### config.mk
export PLATFORM = sky130hd
export DESIGN_NAME = nx_dly_reg_master
export DESIGN_NICKNAME = d
export VERILOG_FILES = /design/src/rtl/nx_dly_pkg.sv /design/src/rtl/nx_dly_reg_master.sv
export SDC_FILE = /design/constraint.sdc
export NUM_CORES = 1
export LEC_CHECK = 0
export BUFFER_PORTS_ARGS = -buffer_cell sky130_fd_sc_hd__buf_2
export CORE_ASPECT_RATIO = 1.25
export CORE_MARGIN = 2
export CORE_UTILIZATION = 47
export DETAILED_ROUTE_END_ITERATION = 10
export GPL_TIMING_DRIVEN = 0
export PLACE_DENSITY = 0.8
export SYNTH_ARGS = -nofsm -noshare
export SYNTH_HDL_FRONTEND = slang
export SYNTH_SLANG_ARGS = --single-unit
### constraint.sdc
create_clock -name CK -period 1.8 [get_ports CK]
set_clock_uncertainty 0.2 [all_clocks]
set_input_delay 0.36 -clock CK [delete_from_list [all_inputs] [get_ports CK]]
set_output_delay 0.36 -clock CK [all_outputs]
set_load 0.02 [all_outputs]
### src/rtl/nx_dly_pkg.sv
// Shared types and constants for the NX I/O cell delay-register port initiator.
// Contents:
//   dly_state_t : sequencer states
//   dly_cmd_t   : one latched register-port command {wr, sel, addr, wdata}
//   cyc_to_cnt  : converts a cycle count (1..15) into a down-counter load value
package nx_dly_pkg;

    localparam int DLY_ADDR_W = 6;
    localparam int DLY_DATA_W = 6;
    localparam int DLY_SEL_W  = 2;

    typedef enum logic [2:0] {
        IDLE,
        SETUP,
        STROBE,
        HOLD,
        WAIT,
        RESP
    } dly_state_t;

    typedef struct packed {
        logic                  wr;
        logic [DLY_SEL_W-1:0]  sel;
        logic [DLY_ADDR_W-1:0] addr;
        logic [DLY_DATA_W-1:0] wdata;
    } dly_cmd_t;

    // A phase lasting n cycles is counted n-1 down to 0; n is at most 15,
    // so the 4-bit counter never wraps.
    function automatic logic [3:0] cyc_to_cnt(input int unsigned n);
        return 4'(n - 1);
    endfunction

endpackage

### src/rtl/nx_dly_reg_master.sv
// Fabric-side initiator for the NX_SER/NX_DES/NX_SERDES delay-register port
// (DCK/DRL/DS/DRA/DRI/DRO/DID).
// Accepts one read or write command at a time, drives DS/DRA/DRI/DRL around a
// single DCK pulse, and for reads samples DRO/DID a fixed latency after DCK
// falls before returning a response.
// Ports:
//   CK, RN                      clock, asynchronous active-low reset
//   REQ_VALID/REQ_READY         command handshake
//   REQ_WR/SEL/ADDR/WDATA       command fields (1 = write)
//   RSP_VALID/RSP_READY         response handshake, RSP_VALID held until taken
//   RSP_WR/RSP_RDATA/RSP_ID     response fields (data/id are 0 for writes)
//   DCK/DRL/DS/DRA/DRI          registered outputs to the I/O cell
//   DRO/DID                     read data and delay ID from the I/O cell
module nx_dly_reg_master
    import nx_dly_pkg::*;
#(
    parameter int SETUP_CYC = 1,
    parameter int HOLD_CYC  = 1,
    parameter int READ_LAT  = 2
) (
    input  logic                  CK,
    input  logic                  RN,
    input  logic                  REQ_VALID,
    output logic                  REQ_READY,
    input  logic                  REQ_WR,
    input  logic [DLY_SEL_W-1:0]  REQ_SEL,
    input  logic [DLY_ADDR_W-1:0] REQ_ADDR,
    input  logic [DLY_DATA_W-1:0] REQ_WDATA,
    output logic                  RSP_VALID,
    input  logic                  RSP_READY,
    output logic                  RSP_WR,
    output logic [DLY_DATA_W-1:0] RSP_RDATA,
    output logic [DLY_DATA_W-1:0] RSP_ID,
    output logic                  DCK,
    output logic                  DRL,
    output logic [DLY_SEL_W-1:0]  DS,
    output logic [DLY_ADDR_W-1:0] DRA,
    output logic [DLY_DATA_W-1:0] DRI,
    input  logic [DLY_DATA_W-1:0] DRO,
    input  logic [DLY_DATA_W-1:0] DID
);

    if (SETUP_CYC < 1 || SETUP_CYC > 15) begin : g_bad_setup
        $error("nx_dly_reg_master: SETUP_CYC must be in 1..15");
    end
    if (HOLD_CYC < 1 || HOLD_CYC > 15) begin : g_bad_hold
        $error("nx_dly_reg_master: HOLD_CYC must be in 1..15");
    end
    if (READ_LAT < 1 || READ_LAT > 15) begin : g_bad_lat
        $error("nx_dly_reg_master: READ_LAT must be in 1..15");
    end

    dly_state_t            state;
    logic [3:0]            cnt;
    dly_cmd_t              cmd_q;
    logic [DLY_DATA_W-1:0] rdata_q;
    logic [DLY_DATA_W-1:0] id_q;

    // Port outputs are registered from the state held before each edge, so
    // DS/DRA/DRI/DRL appear one cycle after accept, DCK is high in the cycle
    // after STROBE, and RSP_VALID rises in the cycle after RESP is entered.
    always_ff @(posedge CK or negedge RN) begin
        if (!RN) begin
            state     <= IDLE;
            cnt       <= '0;
            cmd_q     <= '0;
            rdata_q   <= '0;
            id_q      <= '0;
            REQ_READY <= 1'b0;
            RSP_VALID <= 1'b0;
            RSP_WR    <= 1'b0;
            RSP_RDATA <= '0;
            RSP_ID    <= '0;
            DCK       <= 1'b0;
            DRL       <= 1'b0;
            DS        <= '0;
            DRA       <= '0;
            DRI       <= '0;
        end else begin
            DCK <= (state == STROBE);

            case (state)
                IDLE: begin
                    REQ_READY <= 1'b1;
                    if (REQ_VALID && REQ_READY) begin
                        cmd_q     <= '{wr: REQ_WR, sel: REQ_SEL,
                                       addr: REQ_ADDR, wdata: REQ_WDATA};
                        rdata_q   <= '0;
                        id_q      <= '0;
                        cnt       <= cyc_to_cnt(SETUP_CYC);
                        REQ_READY <= 1'b0;
                        state     <= SETUP;
                    end
                end

                SETUP: begin
                    DRL <= cmd_q.wr;
                    DS  <= cmd_q.sel;
                    DRA <= cmd_q.addr;
                    DRI <= cmd_q.wdata;
                    if (cnt == 4'd0) begin
                        state <= STROBE;
                    end else begin
                        cnt <= cnt - 4'd1;
                    end
                end

                STROBE: begin
                    cnt   <= cyc_to_cnt(HOLD_CYC);
                    state <= HOLD;
                end

                HOLD: begin
                    if (cnt == 4'd0) begin
                        if (cmd_q.wr) begin
                            state <= RESP;
                        end else begin
                            cnt   <= cyc_to_cnt(READ_LAT);
                            state <= WAIT;
                        end
                    end else begin
                        cnt <= cnt - 4'd1;
                    end
                end

                WAIT: begin
                    if (cnt == 4'd0) begin
                        rdata_q <= DRO;
                        id_q    <= DID;
                        state   <= RESP;
                    end else begin
                        cnt <= cnt - 4'd1;
                    end
                end

                RESP: begin
                    if (!RSP_VALID) begin
                        RSP_VALID <= 1'b1;
                        RSP_WR    <= cmd_q.wr;
                        RSP_RDATA <= rdata_q;
                        RSP_ID    <= id_q;
                    end else if (RSP_READY) begin
                        // Response taken: release the I/O cell bus and reopen
                        // the command port on the same edge RSP_VALID drops.
                        RSP_VALID <= 1'b0;
                        RSP_WR    <= 1'b0;
                        RSP_RDATA <= '0;
                        RSP_ID    <= '0;
                        DRL       <= 1'b0;
                        DS        <= '0;
                        DRA       <= '0;
                        DRI       <= '0;
                        REQ_READY <= 1'b1;
                        state     <= IDLE;
                    end
                end

                default: begin
                    state <= IDLE;
                end
            endcase
        end
    end

endmodule

# Yosys cells after proc, flatten, opt, wreduce, memory -nomap -nowiden
# Index checks and enable logic that the tools add are counted.
[op_classes]
add_sub_neg = 1
n_mul = 0
div_mod_pow = 0
magnitude_cmp = 0
n_eq_ne = 14
shifts = 0
muxes = 37
n_bitwise = 0
n_reduce_logical = 15
[op_table]
columns = ["operator", "count"]
rows = [
  ["$pmux W6 S2", 4],
  ["$mux W6", 7],
  ["$mux W3", 6],
  ["$pmux W3 S6", 1],
  ["$mux W4", 4],
  ["$pmux W4 S4", 1],
  ["$ne A2 B2 Y1 const B", 7],
  ["$mux W1", 9],
  ["$reduce_and A3 Y1", 3],
  ["$eq A3 B2 Y1 const B", 2],
  ["$eq A3 B3 Y1 const B", 2],
  ["$reduce_and A6 Y1", 1],
  ["$reduce_bool A2 Y1", 3],
  ["$logic_not A4 Y1", 1],
  ["$mux W2", 2],
  ["$pmux W1 S2", 2],
  ["$pmux W2 S2", 1],
  ["$reduce_and A2 Y1", 2],
  ["$reduce_and A4 Y1", 1],
  ["$reduce_bool A4 Y1", 1],
  ["$sub A4 B1 Y4 const B", 1],
  ["$eq A3 B1 Y1 const B", 1],
  ["$logic_not A3 Y1", 1],
  ["$ne A3 B3 Y1 const B", 1],
  ["3 further kinds", 3],
]
[totals]
regBits = 65
latch_bits = 0
ramBits = 0
romBits = 0
input_bits = 31
out_inout_bits = 31
word_cells = 85
mem_count = 0

# Longest topological paths before layout
[logic_depth]
word_depth = 4
depth_mapped = 7
ltp_nobuf = 6

# Worst setup path before layout
# No wires, ideal clock.
[synth_timing]
kind = "reg2reg"
startpoint = "register cnt[0]"
endpoint = "register cnt[3]"
setup_time_ps = 118
arrival_time_ps = 1624
t_required_ps = 1482
path_slack_ps = -142
stages_incl_launch_ff = 7
period_less_slack_ps = 1942
path_cell_list = "dfrtp_1 inv_1 ha_1 or3b_4 a211o_1 a22o_1 a21o_1"
[synth_via]
elab_chain_cells = 3
[synth_lines]
columns = ["element", "line_no", "rtl"]
rows = [
  ["start, declared", "nx_dly_reg_master.sv:54", "logic [3:0] cnt;"],
  ["start signal, assigned", "nx_dly_reg_master.sv:90", "cnt <= cyc_to_cnt(SETUP_CYC);"],
  ["start signal, assigned", "nx_dly_reg_master.sv:104", "cnt <= cnt - 4'd1;"],
  ["start signal, assigned", "nx_dly_reg_master.sv:109", "cnt <= cyc_to_cnt(HOLD_CYC);"],
  ["$sub A4 B1 Y4 / $logic_not A4 Y1 (equally long branches)", "-", ""],
  ["$mux W4 (tied with other cells)", "nx_dly_reg_master.sv:101, nx_dly_reg_master.sv:127", ""],
  ["$pmux W4 S4 / $reduce_and A4 Y1 (equally long branches)", "-", ""],
]
# Several ways; a longest one is shown, not always the timed one. The select of a mux whose other input is x is not followed.
# A chain may end at the register's enable or synchronous reset.

# Worst setup path in the final report
# Same ends and word-level chain as after synthesis.

==> run metrics <==
crit path capture type flip-flop; crit-path cells inv_2 -> ha_4 -> or3b_4 -> a211o_1 -> a22o_1 -> a21o_1; Final Hold Fails 0; Routed Antenna Nets 0; Worst Slack Setup Final -0.153 ns; P_leak 1.67 nW; hpwl dp 3.59 mm; Antenna Diode Count 0; maximum number of pins on one net before global-route repair 66; Slew HR 46.3%; dpl cells 313; share of layout cells above drive strength 1 42.1%; clk sink count 65; router iterations before antenna repair 4; initial antenna violation count 0; grt ovf 0; post-layout util 61.3%; # DRC 0; Tightest Pin Transition 0.806 ns; CTS Buf Count 9; failing checks negative setup slack; Clk pin slew, worst setup/hold paths 0.07 ns; Worst path slowest cell dfrtp_1; Clock Path Buffers 2; area delta synth->final 27.7%; Critical Path AT 1.98 ns; synthesized area per cell 13.7 um2; VDD IR max 0.885 mV; outcome complete, but fails checks; final cell count without fillers 335; post-DR wirelength/cell 16.1 um; die width 70.2 um; cells after synthesis 188; Max Fclk 0.512 GHz; Max-Cap Viols 0; WHS 0.0350 ns; initial DRC count 118; Syn Std Cell Area 0.00257 mm2; vias per std cell 5.47; Post-synth top cells 65 x dfrtp_1, 41 x a22o_1, 10 x mux2_2; IO Count 62; number of synthesized flops with an enable pin 0; Initial Utilization 48.0%; Multi-input gate area 913 um2; Final nets 300; GPL Wtd Cong 0.794; CORE AREA 0.00537 mm2; clock root buffer clkbuf_8; CTS tree done; kind of critical path reg2reg; sequential share of the synthesized area 63.2%; clk_lat worst skew 0.33 ns; PwrDens 1990 mW/mm2; WP data required 1.83 ns; htree depth 3; GR Util All Layers 19.5%; critical register-to-register path startpoint cnt[0]; sequential cell area 0.00163 mm2; worst hold path class in2reg; overall power 6.54 mW; port bufs 61; CP startpoint cnt[0]; minimum clock period 1.95 ns; synth warn 0; setup_tns -1.83 ns; fillers 442; CP max stage delay 0.40 ns; worst-path maximum fanout 3; Synth area leader dfrtp_1; final setup violation count 22; crit path launch type flip-flop; number of global-route vias before repair 1876; post-synthesis net count 221; FF+latch count, synth 65; top cell type's share of synthesized area 63.2%; top-count cell post-synth dfrtp_1; Netlist cell types 34; Primary FF master, synth dfrtp_1; period utilisation layout 108%; fraction of registers with async set/reset 100%; final WL 5.40 mm; synth top area cells dfrtp_1 63%, a22o_1 14%, mux2_2 4.4%; Row Count 30; Vias 1832; die height 86.8 um; hold path startpoint REQ_SEL[0]; RSZ-0062 raised after global routing yes; first-pass GRT wire length 9.11 mm; DIE AREA 0.00609 mm2; Max Slew Vio Count 0
## path summary, 6_finish.rpt
kind	to	slack, ns	depth (start not counted)
min in group asynchronous	DRA[5]	0.44	2
max	cnt[3]	-0.15	6
max in group asynchronous	DRI[0]	0.42	2
min reg2reg	RSP_ID[2]	0.29	1
min	cmd_q[12]	0.03	2
max reg2reg	cnt[3]	-0.15	6
## flip-flops by register name, summed over array words and instances, names as in the netlist, 2 cells and up
signal	flops
DS	2
DRI	6
state	3
cnt	4
rdata_q	6
cmd_q	15
RSP_ID	6
id_q	6
RSP_RDATA	6
DRA	6
## where the power goes
| part | total, mW | switching, mW | internal [mW] |
|---|---|---|---|
| clock network | 1.32 | 0.514 | 0.809 |
| registers | 2.49 | 0.385 | 2.11 |
| logic | 2.72 | 1.44 | 1.28 |
## layer usage
layer / up-vias / part of all wire [%] / wire length [um] / global-route usage (%)
met4: 0 / 1.4 / 76 / 7.17
met2: 52 / 50 / 2700 / 32.2
li1: 854 / - / - / -
met3: 9 / 5.1 / 277 / 5.93
met1: 917 / 43 / 2340 / 24.5
met5: - / 0 / 0 / 0
## final cells by class
cell class / instances / area share, %
inverter: 5 / 0.571
buffer: 11 / 2.36
tap: 64 / 2.43
multi-input combinational: 107 / 27.8
clock buffer: 12 / 4.41
sequential: 65 / 49.4
timing repair buffer: 68 / 11.0
clock inverter: 3 / 1.98
## cell usage in the layout, fill, tap and decap left out, drive strengths merged, types with 2 or more instances in the layout
master  Yosys  layout
nor2b       2       2
nand3       5       5
nor3b       4       4
a22oi       2       2
inv         5       5
o221ai      2       2
a21o        2       2
and2        2       2
nand2       8       8
ha          2       2
bufinv      0       2
clkbuf      2      12
a22o       41      41
dfrtp      65      65
a21oi       2       2
nor2        6       6
mux2       16      16
buf         9      78
## timing repair
action,CTS,global route
hold buffers,1,0
gates resized for setup,11,8
buffers inserted,2,4
hold endpoints to repair,65,0
endpoints found under the setup margin,37,49
pin swaps,5,4
## cells by family after synthesis
family	share of synthesized area (%)
buf+inv	3.16
mux	7.39
compound gates	17.8
fa+ha+maj	0.972
xor+xnor	0.340
flops	63.2
simple gates	7.19
## worst max-delay path, delay by kind of cell (launching register included)
| kind | cells | cell delay [ns] |
|---|---|---|
| AO/OA/AOI/OAI | 3 | 0.66 |
| flip-flops | 1 | 0.40 |
| AND/OR/NAND/NOR | 1 | 0.38 |
| adder cells (fa/ha/maj) | 1 | 0.12 |
| buffers and inverters | 1 | 0.08 |
## per-stage QoR
step	instance area, um2	setup slack [ns]
2_1_floorplan	2580	-0.0881
3_3_place_gp	2970	-0.172
3_5_place_dp	2970	-0.199
4_1_cts	3240	-0.189
5_1_grt	3290	-0.224
6_report	3290	-0.153
No activity file was read; power rests on OpenSTA's default activity.
